==> src/rtl/inst_mem_server.sv <==
`default_nettype none
// ============================================================================
// Module   : inst_mem_server
// Purpose  : Instruction memory with a fixed-latency read pipeline, an
//            in-order response FIFO, credit-based request throttling,
//            flush (branch cancel) and a side write port for loading code.
// Revision : 1.0 - initial release
// ============================================================================
module inst_mem_server #(
    parameter int DEPTH       = 64,
    parameter int LATENCY     = 2,
    parameter int OUTSTANDING = 4
) (
    input  logic        clk,
    input  logic        rst,
    input  logic        req_valid,
    input  logic [31:0] req_addr,
    output logic        req_ready,
    input  logic        flush,
    output logic        resp_valid,
    input  logic        resp_ready,
    output logic [31:0] resp_addr,
    output logic [31:0] resp_inst,
    output logic        resp_err,
    input  logic        load_en,
    input  logic [31:0] load_addr,
    input  logic [31:0] load_data,
    output logic        busy
);

    localparam int          c_aw      = (DEPTH > 1) ? $clog2(DEPTH) : 1;
    localparam int          c_pw      = (OUTSTANDING > 1) ? $clog2(OUTSTANDING) : 1;
    localparam int          c_cw      = $clog2(OUTSTANDING + 1);
    localparam logic [29:0] c_depth_w = 30'(DEPTH);

    logic [31:0]     mem_q [DEPTH];

    logic            w_acc;
    logic            w_rd_err;
    logic [31:0]     w_rd_data;
    logic            w_push_v;
    logic [31:0]     w_push_addr;
    logic [31:0]     w_push_data;
    logic            w_push_err;
    logic            w_push;
    logic            w_pop;

    logic [31:0]     fa_q [OUTSTANDING];
    logic [31:0]     fd_q [OUTSTANDING];
    logic            fe_q [OUTSTANDING];
    logic [c_pw-1:0] wr_ptr_q, wr_ptr_d;
    logic [c_pw-1:0] rd_ptr_q, rd_ptr_d;
    logic [c_cw-1:0] fcnt_q, fcnt_d;
    logic [c_cw-1:0] cnt_q, cnt_d;

    function automatic logic [c_pw-1:0] ptr_inc(input logic [c_pw-1:0] p);
        return (p == c_pw'(OUTSTANDING - 1)) ? '0 : p + c_pw'(1);
    endfunction

    // Loader writes land only when the word index is inside the array.
    always_ff @(posedge clk) begin
        if (load_en && (load_addr[31:2] < c_depth_w)) begin
            mem_q[load_addr[c_aw+1:2]] <= load_data;
        end
    end

    // Credits cover pipeline + FIFO, so the FIFO can never overflow.
    assign req_ready = (cnt_q < c_cw'(OUTSTANDING)) && !flush && !load_en;
    assign w_acc     = req_valid && req_ready;

    // Array is read in the accept cycle; later loads cannot change it.
    assign w_rd_err  = (req_addr[1:0] != 2'b00) || (req_addr[31:2] >= c_depth_w);
    assign w_rd_data = w_rd_err ? 32'h0 : mem_q[req_addr[c_aw+1:2]];

    // The FIFO write is the last latency stage, so LATENCY-1 registers precede it.
    generate
        if (LATENCY == 1) begin : g_no_pipe
            assign w_push_v    = w_acc;
            assign w_push_addr = req_addr;
            assign w_push_data = w_rd_data;
            assign w_push_err  = w_rd_err;
        end else begin : g_pipe
            logic        pv_q [LATENCY-1];
            logic [31:0] pa_q [LATENCY-1];
            logic [31:0] pd_q [LATENCY-1];
            logic        pe_q [LATENCY-1];

            // Shift captured fetches toward the FIFO; flush kills every stage.
            always_ff @(posedge clk or posedge rst) begin
                if (rst) begin
                    for (int i = 0; i < LATENCY - 1; i++) begin
                        pv_q[i] <= 1'b0;
                        pa_q[i] <= '0;
                        pd_q[i] <= '0;
                        pe_q[i] <= 1'b0;
                    end
                end else begin
                    pv_q[0] <= w_acc && !flush;
                    pa_q[0] <= req_addr;
                    pd_q[0] <= w_rd_data;
                    pe_q[0] <= w_rd_err;
                    for (int i = 1; i < LATENCY - 1; i++) begin
                        pv_q[i] <= pv_q[i-1] && !flush;
                        pa_q[i] <= pa_q[i-1];
                        pd_q[i] <= pd_q[i-1];
                        pe_q[i] <= pe_q[i-1];
                    end
                end
            end

            assign w_push_v    = pv_q[LATENCY-2];
            assign w_push_addr = pa_q[LATENCY-2];
            assign w_push_data = pd_q[LATENCY-2];
            assign w_push_err  = pe_q[LATENCY-2];
        end
    endgenerate

    assign resp_valid = (fcnt_q != '0);
    assign w_push     = w_push_v && !flush;
    assign w_pop      = resp_valid && resp_ready && !flush;

    // Response FIFO storage; contents are masked at the outputs when empty.
    always_ff @(posedge clk) begin
        if (w_push) begin
            fa_q[wr_ptr_q] <= w_push_addr;
            fd_q[wr_ptr_q] <= w_push_data;
            fe_q[wr_ptr_q] <= w_push_err;
        end
    end

    // Next-state for FIFO pointers and occupancy / outstanding counters.
    always_comb begin
        wr_ptr_d = wr_ptr_q;
        rd_ptr_d = rd_ptr_q;
        fcnt_d   = fcnt_q;
        cnt_d    = cnt_q;
        if (flush) begin
            wr_ptr_d = '0;
            rd_ptr_d = '0;
            fcnt_d   = '0;
            cnt_d    = '0;
        end else begin
            if (w_push) wr_ptr_d = ptr_inc(wr_ptr_q);
            if (w_pop)  rd_ptr_d = ptr_inc(rd_ptr_q);
            if (w_push && !w_pop)      fcnt_d = fcnt_q + c_cw'(1);
            else if (!w_push && w_pop) fcnt_d = fcnt_q - c_cw'(1);
            if (w_acc && !w_pop)       cnt_d  = cnt_q + c_cw'(1);
            else if (!w_acc && w_pop)  cnt_d  = cnt_q - c_cw'(1);
        end
    end

    // Control state register with asynchronous clear.
    always_ff @(posedge clk or posedge rst) begin
        if (rst) begin
            wr_ptr_q <= '0;
            rd_ptr_q <= '0;
            fcnt_q   <= '0;
            cnt_q    <= '0;
        end else begin
            wr_ptr_q <= wr_ptr_d;
            rd_ptr_q <= rd_ptr_d;
            fcnt_q   <= fcnt_d;
            cnt_q    <= cnt_d;
        end
    end

    assign resp_addr = resp_valid ? fa_q[rd_ptr_q] : 32'h0;
    assign resp_inst = resp_valid ? fd_q[rd_ptr_q] : 32'h0;
    assign resp_err  = resp_valid ? fe_q[rd_ptr_q] : 1'b0;
    assign busy      = (cnt_q != '0);

endmodule
`default_nettype wire

==> config.mk <==
export PLATFORM = sky130hd
export DESIGN_NAME = inst_mem_server
export DESIGN_NICKNAME = d
export VERILOG_FILES = /design/src/rtl/inst_mem_server.sv
export SDC_FILE = /design/constraint.sdc
export NUM_CORES = 2
export LEC_CHECK = 0
export BUFFER_PORTS_ARGS = -buffer_cell sky130_fd_sc_hd__buf_4
export CAP_MARGIN = 15
export CORE_AREA = 2 2 554 556
export DETAILED_ROUTE_END_ITERATION = 6
export DIE_AREA = 0 0 556 558
export HOLD_SLACK_MARGIN = 0.05
export PLACE_DENSITY = 0.49
export REMOVE_ABC_BUFFERS = 1
export SLEW_MARGIN = 20
export SYNTH_ARGS = -nofsm -noshare
export SYNTH_HDL_FRONTEND = slang
export SYNTH_SLANG_ARGS = --single-unit
export TNS_END_PERCENT = 50
==> constraint.sdc <==
create_clock -name clk -period 5 [get_ports clk]
set_clock_uncertainty 0.2 [all_clocks]
set_input_delay 1.25 -clock clk [delete_from_list [all_inputs] [get_ports clk]]
set_output_delay 1.25 -clock clk [all_outputs]
set_load 0.02 [all_outputs]
==> impl_summary.txt <==
----------------------------------------------------
[Status]
  Run status ... finished clean

[Layout]
  Post-layout utilization of the core ... between 30% and 40%
  Area overhead of the layout relative to synthesis ... 18.7%
  Final #Nets ... 4590
  Fraction of final layout cells with drive strength greater than 1 ... slightly above 30%
  Count of fill cells added during filler insertion ... about 28000

[Power and ir drop]
  Share of power burned in the clock network ... 42.9%
  Pwr Density ... approximately 410 mW/mm^2
  Combinational fraction of design power ... ~7.7%
  Largest voltage drop on the vdd net ... ~0.00039 V
  Sequential Power Share ... between 40% and 50%
  Leakage power total ... around 0.034 uW
  Net switching power figure ... approximately 10000 uW
  Internal power ... 34800 uW
  Switching share of total power ... approximately 22%

[Global route]
  Overall global routing resource usage ... between 15 and 20%
  Layer with the highest usage after global routing ... met2
  Via count of the first global-routing pass ... 45512
  Routing usage on met2 ... roughly 27%
  Global-route wire length before repair ... about 360000 um
  Antenna violations before repair ... 15
  Overflow left after global routing ... 0
  Met1 global-route usage ... between 20% and 30%
  Pin count of the biggest net entering global routing ... 73
  GR Util met3 ... 2.66%

[Clocking]
  Clock-pin transition on the worst setup and hold timing paths ... 0.06 ns
  Clk_lat worst skew ... around 0.93 ns
  Clk Tree Root Cell ... sky130_fd_sc_hd__clkbuf_16
  Sinks on the clock net ... between 2000 and 2500
  CTS-repair resized insts ... 0
  Quantity of hold-fixing buffers added after cts ... 0
  CTS tree ... yes
  H-tree depth reported by CTS ... 5
  Buffer levels on the longest clock path ... 4
  Post-CTS Setup Bufs ... 0
  TritonCTS buffer count ... ~280

[Setup path]
  Highest cell delay on the worst timing path ... 0.95 ns
  Endpoint required time on the critical path ... 3.55 ns
  Type of the setup path with the least slack ... reg -> out
  Most common cell on crit path ... sky130_fd_sc_hd__buf_4
  Reg2Reg Capture Point ... g_pipe.pd_q[11]
  Endpoint kind of the worst setup timing path ... output pin
  Buffer and inverter count on the worst path ... 2
  Startpoint of the lowest-slack register-to-register path ... mem_q[61][11]
  Cell with the largest stage delay on the worst path ... sky130_fd_sc_hd__dfrtp_4
  Critical Path, Cell by Cell ... buf_4 -> mux4_2 -> and2_1 -> buf_4
  CP arrival ... 2.96 ns
  Crit path max fanout ... slightly above 50
  FF-to-FF path depth ... 7
  Worst setup SP type ... flip-flop
  Kind of cell adding the most delay to the critical path ... flip-flops
  Reg-to-reg slack, setup ... around 2.4 ns

[Yosys]
  Mean instance size in the synthesized netlist ... roughly 23 um^2
  Synth top cells by count ... sky130_fd_sc_hd__edfxtp_1, sky130_fd_sc_hd__mux4_2, sky130_fd_sc_hd__mux2i_1
  Number of enable-type register cells in the synthesized netlist ... around 2300
  Number of distinct library cell variants in the gate-level netlist after synthesis ... 66
  Mapped Area ... ~0.09 mm^2
  Synth async-reset ratio ... between 3 and 4%
  Top flip-flop cell by instance count after synthesis ... sky130_fd_sc_hd__edfxtp_1
  Dominant cell type by area after synthesis ... sky130_fd_sc_hd__edfxtp_1
  Synthesized flop and latch total ... between 2000 and 2500
  Share of synthesized area occupied by flip-flops and latches ... between 70% and 80%
  Synthesis Warnings ... 0
  Area fraction of the dominant cell type after synthesis ... between 70% and 80%
  Cell with the most instances after synthesis ... sky130_fd_sc_hd__edfxtp_1
  Gate count after technology mapping ... 3979
  Ranking of synthesized cells by area ... sky130_fd_sc_hd__edfxtp_1, sky130_fd_sc_hd__mux4_2, sky130_fd_sc_hd__dfrtp_1, sky130_fd_sc_hd__mux2i_1, sky130_fd_sc_hd__a221oi_1

[Routing]
  Via density per instance ... between 5 and 6
  Routed WL per cell ... ~29 um
  Iteration-0 DRC count of the detailed router ... between 4000 and 5000
  Detailed-route DRC error count ... 0
  Count of TritonRoute iterations in the first routing pass ... 5
  Post-DRT Antenna Nets ... 0
  Wire length reported by the detailed router ... roughly 260000 um
  DR vias ... 43910

[Floorplanning]
  Die boundary width ... about 560 um
  Number of top-level pins ... 170
  Initial core utilization ... between 20% and 30%
  Placeable core area ... 0.305 mm^2
  Number of rows created at floorplan ... between 200 and 250
  Die Outline Area ... between 0.3 and 0.4 mm^2
  Vert. Die Dim ... 558 um

[Timing]
  Setup repair after global routing missed its margin ... false
  Crit share post-route ... between 80% and 90%
  Worst hold slack across all endpoints ... roughly 0.24 ns
  Number of endpoints failing setup at the final stage ... 0
  Fmax ... 0.227 GHz
  Normalized max-slew margin ... 27.4%
  Final hold vios ... 0
  Min Clock Period, post-route ... about 4.4 ns
  Pin slew with the least headroom to its limit ... around 1.1 ns
  Max Slew Vio Count ... 0

[Min path]
  HP Start ... req_addr[26]
  Endpoint of the worst hold-timing path ... g_pipe.pa_q[26]
  Number of cells on the worst hold path ... 1
  Path type of the worst min-delay path ... in -> reg

[Placement]
  Total half-perimeter wirelength after legalization and detailed placement ... about 150000 um
  Routability cong. ... 0.769
  Count of port buffers added during placement ... 167

[Run]
  Max-capacitance violation count ... 0

----------------------------------------------------
[metrics by stage]
step           setup TNS (ns)  cell area, um^2  total power, uW  worst slack, ns  std cells
2_1_floorplan               0            89500            24200           0.0304       3763
3_5_place_dp           -0.264            99300            26000          -0.0258       8198
6_report                    0           108000            44600            0.592       8681
5_1_grt                     0           108000            46100            0.395       8679
4_1_cts                     0           108000            45200            0.460       8671
3_3_place_gp           -0.751            99300            25900          -0.0461       8198
[layout by cell type, fill, tap and decap left out, drive strengths merged, types with 29 or more instances in the layout]
cell type and n:
a21oi 32, a221oi 69, and2 73, buf 438, clkbuf 357, clkinv 89
dfrtp 76, edfxtp 2308, mux2i 173, mux4 562, nand2 60, nand3 32
nor2 121, o21ai 29
[power groups by stage]
stage	sequential [uW]	clock, uW	combinational [uW]
floorplan	22500	0	1670
global placement	22500	0	3470
detailed placement	22500	0	3500
CTS	22100	19600	3500
global route	22100	20400	3670
finish	22100	19200	3420
[final cells by class]
class                   count  area (um^2)  area share [%]
diodes                     10         25.0          0.0232
clock buffers             357         7550            7.00
clock inverters           116          968           0.898
inverters                  12         55.1          0.0510
multi-input cells        1367        18800            17.4
flip-flops and latches   2384        71200            66.0
well taps                3997         5000            4.64
repair buffers            438         4220            3.92
[routing by layer]
metal  share of wire, %  vias up
met5              0.011        -
met2                 49     1378
met4                2.5        4
met1                 43    24247
li1                   -    17940
met3                5.7      341
[cell families (layout without fill, tap and decap cells)]
family / count (synthesis) / in the layout / share of synthesized area (%)
muxes: 736 / 736 / 15.8
adders and majority gates: 7 / 7 / 0.113
and+or+nand+nor: 359 / 359 / 1.94
xor gates and xnor gates: 6 / 6 / 0.0578
other: 0 / 10 / 0
DFF: 2384 / 2384 / 78.4
buffers and inverters: 228 / 923 / 1.51
AOI/OAI and AO/OA: 259 / 259 / 2.17
[registers in the layout (all words and copies together) (netlist names)]
register     count
g_pipe.pv_q      1
fcnt_q           3
wr_ptr_q         2
cnt_q            3
fa_q           128
fd_q           128
mem_q         2048
g_pipe.pa_q     32
g_pipe.pd_q     32
fe_q             4
rd_ptr_q         2
g_pipe.pe_q      1
[worst max-delay path by stage]
stage	from	endpoint	slack, ns	depth (start not counted)
3_5_place_dp	load_addr[31]	mem_q[4][29]	-0.03	9
5_1_grt	rd_ptr_q[0]	resp_inst[3]	0.40	4
6_report	rd_ptr_q[1]	resp_addr[9]	0.59	4
2_1_floorplan	rd_ptr_q[0]	resp_addr[0]	0.03	2
4_1_cts	rd_ptr_q[0]	resp_inst[31]	0.46	4
3_3_place_gp	load_addr[31]	mem_q[4][6]	-0.05	9
No activity file was read; power rests on OpenSTA's default activity.
